## src/rtl/fft_bitrev_unbundler.sv

```systemverilog
// Reorders bit-reversed DEPTH-wide FFT bundles into a natural-order serial stream via a ping-pong frame buffer.
// Latency: last bundle of a frame accepted at edge T -> sample k=0 valid after edge T+1; then one sample per cycle.
// Backpressure: in_ready drops while the write bank is full; the output register holds while out_valid && !out_ready.
module fft_bitrev_unbundler #(
  parameter int WIDTH = 10,
  parameter int DEPTH = 16,
  parameter int N     = 64
) (
  input  logic                     clk,
  input  logic                     rst_n,
  input  logic                     in_valid,
  output logic                     in_ready,
  input  logic [DEPTH*WIDTH-1:0]   din_R,
  input  logic [DEPTH*WIDTH-1:0]   din_Q,
  output logic                     out_valid,
  input  logic                     out_ready,
  output logic signed [WIDTH-1:0]  dout_R,
  output logic signed [WIDTH-1:0]  dout_Q,
  output logic [$clog2(N)-1:0]     out_index,
  output logic                     out_last
);

  localparam int LOGN  = $clog2(N);
  localparam int LOGD  = $clog2(DEPTH);
  localparam int NB    = N / DEPTH;
  localparam int LOGNB = LOGN - LOGD;

  // Bit reversal of a frame index; the same map converts either way between position and bin.
  function automatic logic [LOGN-1:0] bitrev(input logic [LOGN-1:0] a);
    logic [LOGN-1:0] b;
    for (int i = 0; i < LOGN; i++) begin
      b[i] = a[LOGN-1-i];
    end
    return b;
  endfunction

  // Both banks live in one array; the top address bit selects the bank.
  logic [2*WIDTH-1:0] r_mem [0:2*N-1];

  logic [1:0]             r_full;
  logic                   r_wr_sel;
  logic                   r_rd_sel;
  logic [LOGNB-1:0]       r_wb;
  logic [LOGN-1:0]        r_rk;
  logic                   r_out_valid;
  logic signed [WIDTH-1:0] r_dout_R;
  logic signed [WIDTH-1:0] r_dout_Q;
  logic [LOGN-1:0]        r_out_index;
  logic                   r_out_last;

  logic                   w_acc;
  logic                   w_load;
  logic                   w_wr_done;
  logic                   w_rd_done;
  logic [LOGN:0]          w_rd_addr;
  logic [2*WIDTH-1:0]     w_rd_word;
  logic [1:0]             w_full_nxt;

  // in_ready comes only from registered state, so a bank freed this cycle is writable next cycle.
  assign in_ready  = !r_full[r_wr_sel];
  assign w_acc     = in_valid && in_ready;
  assign w_load    = r_full[r_rd_sel] && (!r_out_valid || out_ready);
  assign w_wr_done = w_acc && (r_wb == LOGNB'(NB - 1));
  assign w_rd_done = w_load && (r_rk == LOGN'(N - 1));
  assign w_rd_addr = {r_rd_sel, bitrev(r_rk)};
  assign w_rd_word = r_mem[w_rd_addr];

  assign out_valid = r_out_valid;
  assign dout_R    = r_dout_R;
  assign dout_Q    = r_dout_Q;
  assign out_index = r_out_index;
  assign out_last  = r_out_last;

  // Full flags: set by the writer on its last bundle, cleared by the reader on its last sample.
  // The two never target the same bank in one cycle (set needs it empty, clear needs it full).
  always_comb begin
    w_full_nxt = r_full;
    if (w_wr_done) w_full_nxt[r_wr_sel] = 1'b1;
    if (w_rd_done) w_full_nxt[r_rd_sel] = 1'b0;
  end

  // Frame buffer write: all lanes of an accepted bundle land at consecutive positions.
  always_ff @(posedge clk) begin
    if (w_acc) begin
      for (int l = 0; l < DEPTH; l++) begin
        r_mem[{r_wr_sel, r_wb, l[LOGD-1:0]}] <= {din_R[l*WIDTH +: WIDTH], din_Q[l*WIDTH +: WIDTH]};
      end
    end
  end

  // Write-side bundle counter and bank pointer.
  always_ff @(posedge clk or negedge rst_n) begin
    if (!rst_n) begin
      r_wb     <= '0;
      r_wr_sel <= 1'b0;
    end else if (w_acc) begin
      r_wb <= r_wb + LOGNB'(1);
      if (w_wr_done) r_wr_sel <= ~r_wr_sel;
    end
  end

  // Read-side bin counter, bank pointer and bank occupancy.
  always_ff @(posedge clk or negedge rst_n) begin
    if (!rst_n) begin
      r_rk     <= '0;
      r_rd_sel <= 1'b0;
      r_full   <= 2'b00;
    end else begin
      r_full <= w_full_nxt;
      if (w_load) begin
        r_rk <= r_rk + LOGN'(1);
        if (w_rd_done) r_rd_sel <= ~r_rd_sel;
      end
    end
  end

  // Output register: loads the next natural-order bin, drops valid once consumed with nothing behind it.
  always_ff @(posedge clk or negedge rst_n) begin
    if (!rst_n) begin
      r_out_valid <= 1'b0;
      r_dout_R    <= '0;
      r_dout_Q    <= '0;
      r_out_index <= '0;
      r_out_last  <= 1'b0;
    end else if (w_load) begin
      r_out_valid <= 1'b1;
      r_dout_R    <= w_rd_word[2*WIDTH-1:WIDTH];
      r_dout_Q    <= w_rd_word[WIDTH-1:0];
      r_out_index <= r_rk;
      r_out_last  <= (r_rk == LOGN'(N - 1));
    end else if (out_ready) begin
      r_out_valid <= 1'b0;
    end
  end

endmodule
```

## config.mk

```make
export PLATFORM = sky130hd
export DESIGN_NAME = fft_bitrev_unbundler
export DESIGN_NICKNAME = d
export VERILOG_FILES = /design/src/rtl/fft_bitrev_unbundler.sv
export SDC_FILE = /design/constraint.sdc
export NUM_CORES = 2
export LEC_CHECK = 0
export BUFFER_PORTS_ARGS = -buffer_cell sky130_fd_sc_hd__buf_2
export CORE_MARGIN = 3
export CORE_UTILIZATION = 47
export DETAILED_ROUTE_END_ITERATION = 12
export SETUP_SLACK_MARGIN = 0.3
export SYNTH_ARGS = -nofsm -noshare
export SYNTH_HDL_FRONTEND = slang
export SYNTH_SLANG_ARGS = --single-unit
```

## constraint.sdc

```tcl
create_clock -name clk -period 38.6 [get_ports clk]
set_input_delay 5.79 -clock clk [delete_from_list [all_inputs] [get_ports clk]]
set_output_delay 5.79 -clock clk [all_outputs]
set_load 0.02 [all_outputs]
```

==> impl_summary.txt <==
----------------------------------------------------
[Route]
  Detailed-route vias per instance ... 6.33
  Residual antenna-violating net count after detailed routing ... 0
  Number of remaining DRC errors ... 0
  Detailed Route WL ... 291000 um
  First drt pass iteration count ... 6
  Via total after detailed routing ... between 50k and 60k
  Detailed router's first-iteration violation count ... 6682
  Routed WL per cell ... about 36 um

[STA]
  Final setup violation count ... 0
  Highest Clock Rate ... 115 MHz
  Final worst clock skew ... around 0.048 ns
  Final worst path period need ... between 8 and 9 ns
  Share of the cycle needed by the critical path after routing ... 0.226
  RSZ-0062 raised after global routing ... false
  Post-Route Setup TNS ... 0 ns
  Max-slew violation count ... 0
  Final hold viol count ... 0
  Least-Margin Pin Slew ... 1.43 ns
  Max-Slew Margin vs Limit ... 0.0441

[Clock network]
  CTS tree ... done
  Deepest level of the CTS H-tree ... 5
  Clock slew at reported path FFs ... approximately 0.06 ns
  Post-CTS Setup Inserts ... 0
  CTS Hold Buffers Added ... 0
  Number of buffers on the longest clock path ... 4
  Clk Latency, worst-skew pair ... 0.93 ns
  Number of clock sinks ... 2600
  Number of clock buffers inserted by TritonCTS ... 287
  Clock root buffer master ... clkbuf_16
  Quantity of gates resized following cts ... 0

[Synthesis]
  Post-Synth Adder-Cell Area ... 0.000250
  Post-synthesis xor/xnor area fraction ... 0.000613
  Register bit total from synthesis ... 2600
  Number of instances in the synthesized netlist ... 4568
  Syn Nets ... 4894
  Sequential area share after synthesis ... 0.779
  Number of unique standard cell types used by synthesis ... 84
  Post-synthesis area per instance ... 21.9 sq um
  Most instantiated flip-flop cell in the synthesis netlist ... edfxtp_1
  Top-area cell type share of the netlist area ... 0.769
  Dominant cell type by area after synthesis ... edfxtp_1
  Multiplexer share of the synthesized area ... 0.152
  Combinational family with the most area after synthesis ... multiplexers
  Number of flops mapped to enable cells by yosys ... approximately 2.6k
  Area fraction in compound gates after synthesis ... 0.0296
  FFs w/ async S/R, synth ... 0.0154
  Main area contributors after synthesis ... edfxtp_1, mux4_2, mux2i_1
  Mapped Area ... 0.100 sq mm
  Simple-Gate Fraction of Synth Area ... 0.0210
  Number of warnings printed during yosys synthesis ... 0

[Die]
  Floorplan core area ... 0.211 sq mm
  Horiz. Die Dim ... 467 um
  DIE HEIGHT ... 467 um
  Area of the die ... 0.218 sq mm
  Cell Rows ... 168
  I/O pin count ... 353
  Initial Util ... 0.475

[GRT]
  Maximum number of pins on one net before global-route repair ... 182
  First-pass GRT wire length ... between 400000 and 500000 um
  Total congestion overflow after global routing ... 0
  Initial antenna violation count ... 46
  Via count of the first global-routing pass ... 50.6k
  GRT Overall Usage ... 0.266

[Setup path]
  Kind of start point of the critical path ... input port
  Critical path capture point type ... flop
  Crit path arrival time ... 9.27 ns
  Critical path's slowest cell ... buf_4
  Sequence of cells on the critical path ... buf_2 > nand2_1 > nor2_4 > buf_4 > buf_4 > buf_4
  Crit path largest cell delay ... 0.95 ns
  Critical Path RT ... 39.14 ns
  Critical path peak fanout ... 76
  Crit path top cell by count ... buf_4
  Type of the worst setup path ... input port to flop

[Layout]
  Share of final-layout standard cells stronger than drive strength 1 ... 0.270
  Net count reported at finish ... approximately 5.4k
  Highest-count cells in the layout ignoring fill and taps ... edfxtp_1, mux4_2, buf_2
  Fill cells ... 16.3k
  Share of the core filled with cells in the final layout ... 0.538
  Area growth from synthesis to layout ... 13.2%
  Register Area ... ~0.078 sq mm
  Area of combinational cells with multiple inputs ... approximately 0.020 sq mm
  Finished Cell Area ... 0.113 sq mm
  Most common cell after layout, fill and taps aside ... edfxtp_1

[Place]
  Instance area after placement ... 0.105 sq mm
  HPWL Detailed ... 179000 um
  Global placer's final weighted congestion ... 0.830
  Count of buffers from port buffering ... between 300 and 400

[Power]
  Static leakage ... between 30 and 40 nW
  Total power divided by cell area ... around 67 mW/mm^2
  Largest vdd supply drop ... 0.0000542 V

[Outcome]
  Outcome ... finished clean

[Worst hold path]
  Hold Path Class ... flop to flop

[Job]
  Number of maximum-capacitance constraint violations ... 0

----------------------------------------------------
-- final cells by class --
cell class / count / share of cell area
inverters: 6 / 0.000276
diodes: 23 / 0.000508
flip-flops and latches: 2600 / 0.688
clock buffers: 371 / 0.0676
clock inverters: 123 / 0.00749
multi-input cells: 1713 / 0.181
well taps: 2805 / 0.0310
repair buffers: 465 / 0.0242
-- path summary, 6_finish.rpt --
| check | from | to | slack (ns) | depth (start not counted) |
|---|---|---|---|---|
| min | out_index[0] | out_index[0] | 0.47 | 2 |
| min reg2reg | out_index[0] | out_index[0] | 0.47 | 2 |
| max reg2reg | r_rk[4] | dout_R[6] | 33.48 | 9 |
| max | in_valid | r_mem[81][8] | 29.87 | 6 |
| min in group asynchronous | rst_n | dout_R[3] | 5.05 | 1 |
| max in group asynchronous | rst_n | r_rk[5] | 32.66 | 1 |
-- logic make-up (layout without fill, tap and decap cells) --
group,Yosys count,in the layout
mux,824,824
fa+ha+maj,2,2
flops,2600,2600
buf+inv,255,965
simple gates,452,452
xor+xnor,7,7
other cells,0,23
compound gates,428,428
-- where the power goes --
part | switching (mW) | internal, mW | total [mW]
sequential | 0.0722 | 3.17 | 3.25
combinational | 1.21 | 0.625 | 1.84
clock | 1.06 | 1.46 | 2.53
-- sequential cells by signal, indices dropped and copies added (netlist names) --
name,cells
r_wb,2
out_index,6
dout_Q,10
r_mem,2560
out_valid,1
r_wr_sel,1
r_full,2
out_last,1
r_rk,6
dout_R,10
r_rd_sel,1
-- synthesized netlist by cell type (all sizes together) (23+ instances only) --
cell type / instances
nor3: 34
clkbuf: 56
mux4: 550
a221oi: 23
o22ai: 75
nand3: 35
a22oi: 77
o21ai: 63
a31oi: 24
buf: 193
mux2i: 253
nor2: 94
a21oi: 45
dfrtp: 40
nand2: 180
edfxtp: 2560
-- metal layers --
layer	global-route usage	routed length, um	vias up
li1	-	-	20374
met1	0.379	116000	27754
met2	0.417	139000	2708
met3	0.0501	26100	499
met4	0.0912	10300	4
met5	0	30	-
-- per-stage QoR --
| stage | hold slack, ns | power (mW) | worst slack (ns) | cells |
|---|---|---|---|---|
| floorplan | 0.485 | 4.38 | 0.918 | 4568 |
| global placement | 0.459 | 5.14 | 29.13 | 7589 |
| detailed placement | 0.471 | 5.14 | 29.00 | 7589 |
| CTS | 0.483 | 7.65 | 29.97 | 8083 |
| global route | 0.504 | 7.84 | 29.76 | 8086 |
| finish | 0.474 | 7.61 | 29.87 | 8106 |
-- worst max-delay path, delay by kind of cell --
| family | cells | cell delay, ns |
|---|---|---|
| buffers and inverters | 4 | 2.65 |
| AND/OR/NAND/NOR | 2 | 0.47 |
No activity file was read; power rests on OpenSTA's default activity.
